$ cat src/rtl/dram_cmd_sequencer.sv
// DRAM request sequencer: splits a flat address into bank/row/col,
// tracks one open row per bank and paces precharge/activate/access.
//
// Ports:
//   clk, rst_b             clock, synchronous active-low reset
//   req_valid/req_ready    host request handshake (ready only in IDLE)
//   req_rw                 1 = write, 0 = read
//   req_addr               {bank, row, col}, col in the LSBs
//   req_wdata              write data
//   rsp_valid/rsp_rdata    one-cycle read response strobe and data
//   mem_bankid/rowid/colid registered array address
//   mem_rw, mem_din        array write enable and write data
//   mem_dout               array read data, one cycle after the address
module dram_cmd_sequencer #(
   parameter int NUM_OF_BANKS = 8,
   parameter int NUM_OF_ROWS  = 128,
   parameter int NUM_OF_COLS  = 8,
   parameter int DATA_WIDTH   = 1,
   parameter int T_RCD        = 2,
   parameter int T_RP         = 2,
   localparam int BW = $clog2(NUM_OF_BANKS),
   localparam int RW = $clog2(NUM_OF_ROWS),
   localparam int CW = $clog2(NUM_OF_COLS),
   localparam int AW = BW + RW + CW
) (
   input  logic                  clk,
   input  logic                  rst_b,
   input  logic                  req_valid,
   output logic                  req_ready,
   input  logic                  req_rw,
   input  logic [AW-1:0]         req_addr,
   input  logic [DATA_WIDTH-1:0] req_wdata,
   output logic                  rsp_valid,
   output logic [DATA_WIDTH-1:0] rsp_rdata,
   output logic [BW-1:0]         mem_bankid,
   output logic [RW-1:0]         mem_rowid,
   output logic [CW-1:0]         mem_colid,
   output logic                  mem_rw,
   output logic [DATA_WIDTH-1:0] mem_din,
   input  logic [DATA_WIDTH-1:0] mem_dout
);

   localparam int TMAX = (T_RP > T_RCD) ? T_RP : T_RCD;
   localparam int TW   = $clog2(TMAX + 1);

   typedef enum logic [2:0] {
      IDLE,
      PRE,
      ACT,
      ACCESS,
      RDWAIT
   } state_t;

   state_t                  state;
   logic [TW-1:0]           cnt;
   logic                    lat_rw;
   logic [BW-1:0]           lat_bank;
   logic [RW-1:0]           lat_row;
   logic [CW-1:0]           lat_col;
   logic [DATA_WIDTH-1:0]   lat_wdata;
   logic [NUM_OF_BANKS-1:0] open_q;
   logic [RW-1:0]           row_q [NUM_OF_BANKS];

   logic [BW-1:0] req_bank;
   logic [RW-1:0] req_row;
   logic [CW-1:0] req_col;

   assign req_bank  = req_addr[AW-1 -: BW];
   assign req_row   = req_addr[CW +: RW];
   assign req_col   = req_addr[CW-1:0];
   assign req_ready = (state == IDLE);

   always_ff @(posedge clk) begin
      if (!rst_b) begin
         state      <= IDLE;
         cnt        <= '0;
         open_q     <= '0;
         lat_rw     <= 1'b0;
         lat_bank   <= '0;
         lat_row    <= '0;
         lat_col    <= '0;
         lat_wdata  <= '0;
         rsp_valid  <= 1'b0;
         rsp_rdata  <= '0;
         mem_rw     <= 1'b0;
         mem_bankid <= '0;
         mem_rowid  <= '0;
         mem_colid  <= '0;
         mem_din    <= '0;
      end else begin
         rsp_valid <= 1'b0;
         unique case (state)
            IDLE: begin
               if (req_valid) begin
                  lat_rw    <= req_rw;
                  lat_bank  <= req_bank;
                  lat_row   <= req_row;
                  lat_col   <= req_col;
                  lat_wdata <= req_wdata;
                  if (open_q[req_bank] &&
                      row_q[req_bank] == req_row) begin
                     // Row hit: go straight to the access cycle.
                     state      <= ACCESS;
                     mem_bankid <= req_bank;
                     mem_rowid  <= req_row;
                     mem_colid  <= req_col;
                     mem_rw     <= req_rw;
                     mem_din    <= req_wdata;
                  end else if (open_q[req_bank]) begin
                     state <= PRE;
                     cnt   <= TW'(T_RP - 1);
                  end else begin
                     state <= ACT;
                     cnt   <= TW'(T_RCD - 1);
                  end
               end
            end
            PRE: begin
               if (cnt == '0) begin
                  open_q[lat_bank] <= 1'b0;
                  state            <= ACT;
                  cnt              <= TW'(T_RCD - 1);
               end else begin
                  cnt <= cnt - 1'b1;
               end
            end
            ACT: begin
               if (cnt == '0) begin
                  open_q[lat_bank] <= 1'b1;
                  row_q[lat_bank]  <= lat_row;
                  state            <= ACCESS;
                  mem_bankid       <= lat_bank;
                  mem_rowid        <= lat_row;
                  mem_colid        <= lat_col;
                  mem_rw           <= lat_rw;
                  mem_din          <= lat_wdata;
               end else begin
                  cnt <= cnt - 1'b1;
               end
            end
            ACCESS: begin
               mem_rw <= 1'b0;
               state  <= lat_rw ? IDLE : RDWAIT;
            end
            RDWAIT: begin
               // Array output is valid this cycle for the read address.
               rsp_valid <= 1'b1;
               rsp_rdata <= mem_dout;
               state     <= IDLE;
            end
            default: state <= IDLE;
         endcase
      end
   end

endmodule

$ cat config.mk
export PLATFORM = sky130hd
export DESIGN_NAME = dram_cmd_sequencer
export DESIGN_NICKNAME = d
export VERILOG_FILES = /design/src/rtl/dram_cmd_sequencer.sv
export SDC_FILE = /design/constraint.sdc
export NUM_CORES = 1
export LEC_CHECK = 0
export BUFFER_PORTS_ARGS = -buffer_cell sky130_fd_sc_hd__buf_2
export CAP_MARGIN = 20
export CORE_MARGIN = 8
export CORE_UTILIZATION = 59
export DETAILED_ROUTE_END_ITERATION = 16
export PLACE_DENSITY = 0.89
export SLEW_MARGIN = 20
export SYNTH_ARGS = -nofsm -noshare
export SYNTH_HDL_FRONTEND = slang
export SYNTH_SLANG_ARGS = --single-unit
$ cat constraint.sdc
create_clock -name clk -period 3.8 [get_ports clk]
set_clock_uncertainty 0.2 [all_clocks]
set_input_delay 0.19 -clock clk [delete_from_list [all_inputs] [get_ports clk]]
set_output_delay 0.19 -clock clk [all_outputs]
set_load 0.1 [all_outputs]
==> impl_metrics.yaml <==
cts:
  cts_tree: "yes"
  ctsHtreeMaxLevel: 3
  cts_setup_buffers: 0
  clkLatencyLatePin_ps: 360
  cts-buffers-inserted: 9
  clockBufferDepth: 2
  cts_num_sinks: 101
  root_buffer: "clkbuf_8"
  cts.clk_slew.worst_paths_ps: 100
final_layout:
  diodes: 0
  fin_util_pct: 68.5
  drive_above_1_share_pct: 19.9
  fin_nets: 424
  fin_cells: 507
  synthToLayoutAreaGrowth_pct: 12.9
  fillers: 506
placed_design:
  portBuffers: 36
  place_ws_ps: 802
  dp.cells: 477
  gp_congestion: 0.896
  dp_hpwl_um: 6190
timing:
  tightest_slew_ps: 917
  fin_crit_sh_pct: 68.0
  drv_slew: 0
  setup_tns_ps: 0
  fin_ws_ps: 1220
  fmax_ghz: 0.387
  hold_viol_final: 0
  fin_crit_ps: 2580
  max_slew_margin_pct: 38.6
  hold_ws_ps: 26.5
  setup_viol: 0
  rsz0062_at_grt: "false"
route:
  drc_errors: 0
  drtIter0Drc: 247
  wl_per_cell_um: 18.5
  dr.pass1.iters: 5
  via_per_inst: 5.86
  ant_nets: 0
  vias: 2970
  wl_um: 9360
yosys:
  yosysUniqueCellTypes: 46
  ys_seq_elements: 101
  syn_area_per_cell_um2: 12.2
  synthCells: 359
  yosys_most_used_dff: "edfxtp_1"
  synth_nets: 380
  yosys_warnings: 0
  ys_seq_area_share_pct: 59.0
  synth_edf_count: 56
  async_flop_share_pct: 0
  syn_area_um2: 4380
setup_path:
  end_kind: "register"
  crit_chain: "buf_2, mux4_2, mux2i_1, xor2_1, nand4_1, nor3_4, a22oi_4, mux2i_1"
  max_stage_delay_ps: 580
  required_ps: 3890
  worstPathArrival_ps: 2670
  criticalPathCategory: "in2reg"
  cp_max_fo: 21
  cp-start-kind: "input port"
  cpMostUsedCell: "mux2i_1"
  slowest_stage: "mux4_2"
status:
  status: "finished clean"
hold_path:
  min_path_type: "in2reg"
pwr:
  p_clk_share_pct: 25.8
  ir_drop_uv: 425
  powerDensity_nw_per_um2: 499
  combPwrFrac_pct: 22.6
  seqPwrFrac_pct: 51.6
  p_sw_mw: 0.811
  p_sw_share_pct: 32.9
  p_int_mw: 1.66
  cellLeakagePower_nw: 1.91
global_routing:
  grt_pass1_wl_um: 14900
  grt_use_total_pct: 19.2
  grt-ovfl-total: 0
  grt_max_degree: 35
  grt_pass1_vias: 3005
  antenna_found_initial: 0
die:
  fp.dieW_um: 102
  die-area_um2: 10400
  initial_core_util_pct: 60.7
  core_um2: 7210
  boundaryPins: 37
  num_rows: 31
  die_h_um: 102
run:
  drv_cap: 0
==> repair_timing <==
| item | in CTS | in global routing |
|---|---|---|
| resized for setup | 0 | 0 |
| setup endpoints to repair | 0 | 0 |
| endpoints found under the hold margin | 16 | 0 |
| hold buffers | 14 | 0 |
==> cell usage after synthesis (3+ instances only) <==
library cell   n  area share, %
nand2_1       71            6.1
edfxtp_1      56             38
dfxtp_1       45             21
mux2i_1       26            5.9
a21oi_1       19            2.2
clkbuf_1      15            1.3
nor2_1        15            1.3
mux4_2        12            6.2
mux2_1        10            2.6
nand2b_1       9            1.3
mux2_2         8            2.1
nand3_1        6           0.69
nor2b_1        5           0.71
a31o_1         4           0.80
buf_2          4           0.46
nor3_1         4           0.46
xor2_1         4           0.80
inv_1          3           0.26
o211ai_1       3           0.51
o21ai_1        3           0.34
==> sequential cells by signal (all words and copies together) (netlist names), named ones only <==
signal      cells
mem_rw          1
mem_din         1
rsp_valid       1
lat_col         3
lat_rw          1
lat_bank        3
rsp_rdata       1
lat_wdata       1
mem_rowid       7
row_q          56
mem_bankid      3
cnt             2
state           3
mem_colid       3
lat_row         7
==> layer usage <==
metal,vias up,GRT usage [%],part of all wire (%)
li1,1391,-,-
met1,1429,22.8,40
met2,126,32.1,50
met3,24,3.41,7.1
met4,0,11.1,2.4
met5,-,0,0
==> through the flow <==
stage	instance area (µm²)	power [mW]
2_1_floorplan	4380	1.73
3_3_place_gp	4610	1.82
3_5_place_dp	4610	1.84
4_1_cts	4940	2.48
5_1_grt	4940	2.56
6_report	4940	2.47
==> critical path, delay by kind of cell <==
kind                      cells  cell delay [ps]
AOI/OAI and AO/OA             1              530
xor gates and xnor gates      1              130
buffers and inverters         1              480
muxes                         3             1070
and+or+nand+nor               2              260
==> cell families (layout without fill, tap and decap cells) <==
logic type / Yosys count / after routing / share of synthesized area [%]
AND/OR/NAND/NOR: 122 / 122 / 12.6
XOR/XNOR: 5 / 5 / 1.00
multiplexers: 56 / 56 / 16.7
buffers and inverters: 26 / 75 / 2.77
flip-flops: 101 / 101 / 59.0
adder cells (fa/ha/maj): 2 / 2 / 0.571
AO/OA/AOI/OAI: 47 / 47 / 7.37
==> final cells by class <==
class,instances,area [µm²],share of cell area (%)
clock buffer,10,138,2.78
inverter,4,15.0,0.304
tap,99,124,2.51
clock inverter,6,51.3,1.04
timing repair buffer,55,358,7.24
sequential,101,2580,52.2
multi-input combinational,232,1680,33.9
==> final timing paths <==
check | startpoint | to | slack (ps) | cells past startpoint
setup reg to reg | row_q[7][5] | mem_colid[2] | 1230 | 7
hold / removal | rst_b | register | 30 | 3
setup / recovery | req_addr[10] | mem_colid[2] | 1220 | 8
hold reg to reg | rsp_rdata | rsp_rdata | 260 | 2
==> power groups by stage <==
stage / logic, mW / clock network [mW] / registers [mW]
final: 0.558 / 0.636 / 1.27
after global routing: 0.592 / 0.683 / 1.28
after CTS: 0.556 / 0.647 / 1.27
after detailed placement: 0.543 / 0 / 1.30
after global placement: 0.531 / 0 / 1.29
after floorplan: 0.313 / 0 / 1.41
==> cells in the final DEF, fill, tap and decap left out, types with 5 or more instances in the layout <==
| master | instances |
|---|---|
| nand3_1 | 6 |
| clkbuf_8 | 10 |
| buf_4 | 5 |
| nand2_1 | 71 |
| mux2_1 | 10 |
| buf_2 | 36 |
| dlygate4sd3_1 | 14 |
| dfxtp_1 | 45 |
| mux4_2 | 12 |
| a21oi_1 | 19 |
| nand2b_1 | 9 |
| edfxtp_1 | 56 |
| mux2i_1 | 26 |
| nor2_1 | 15 |
| mux2_2 | 8 |
| nor2b_1 | 5 |
(Power assumes the default switching activity.)
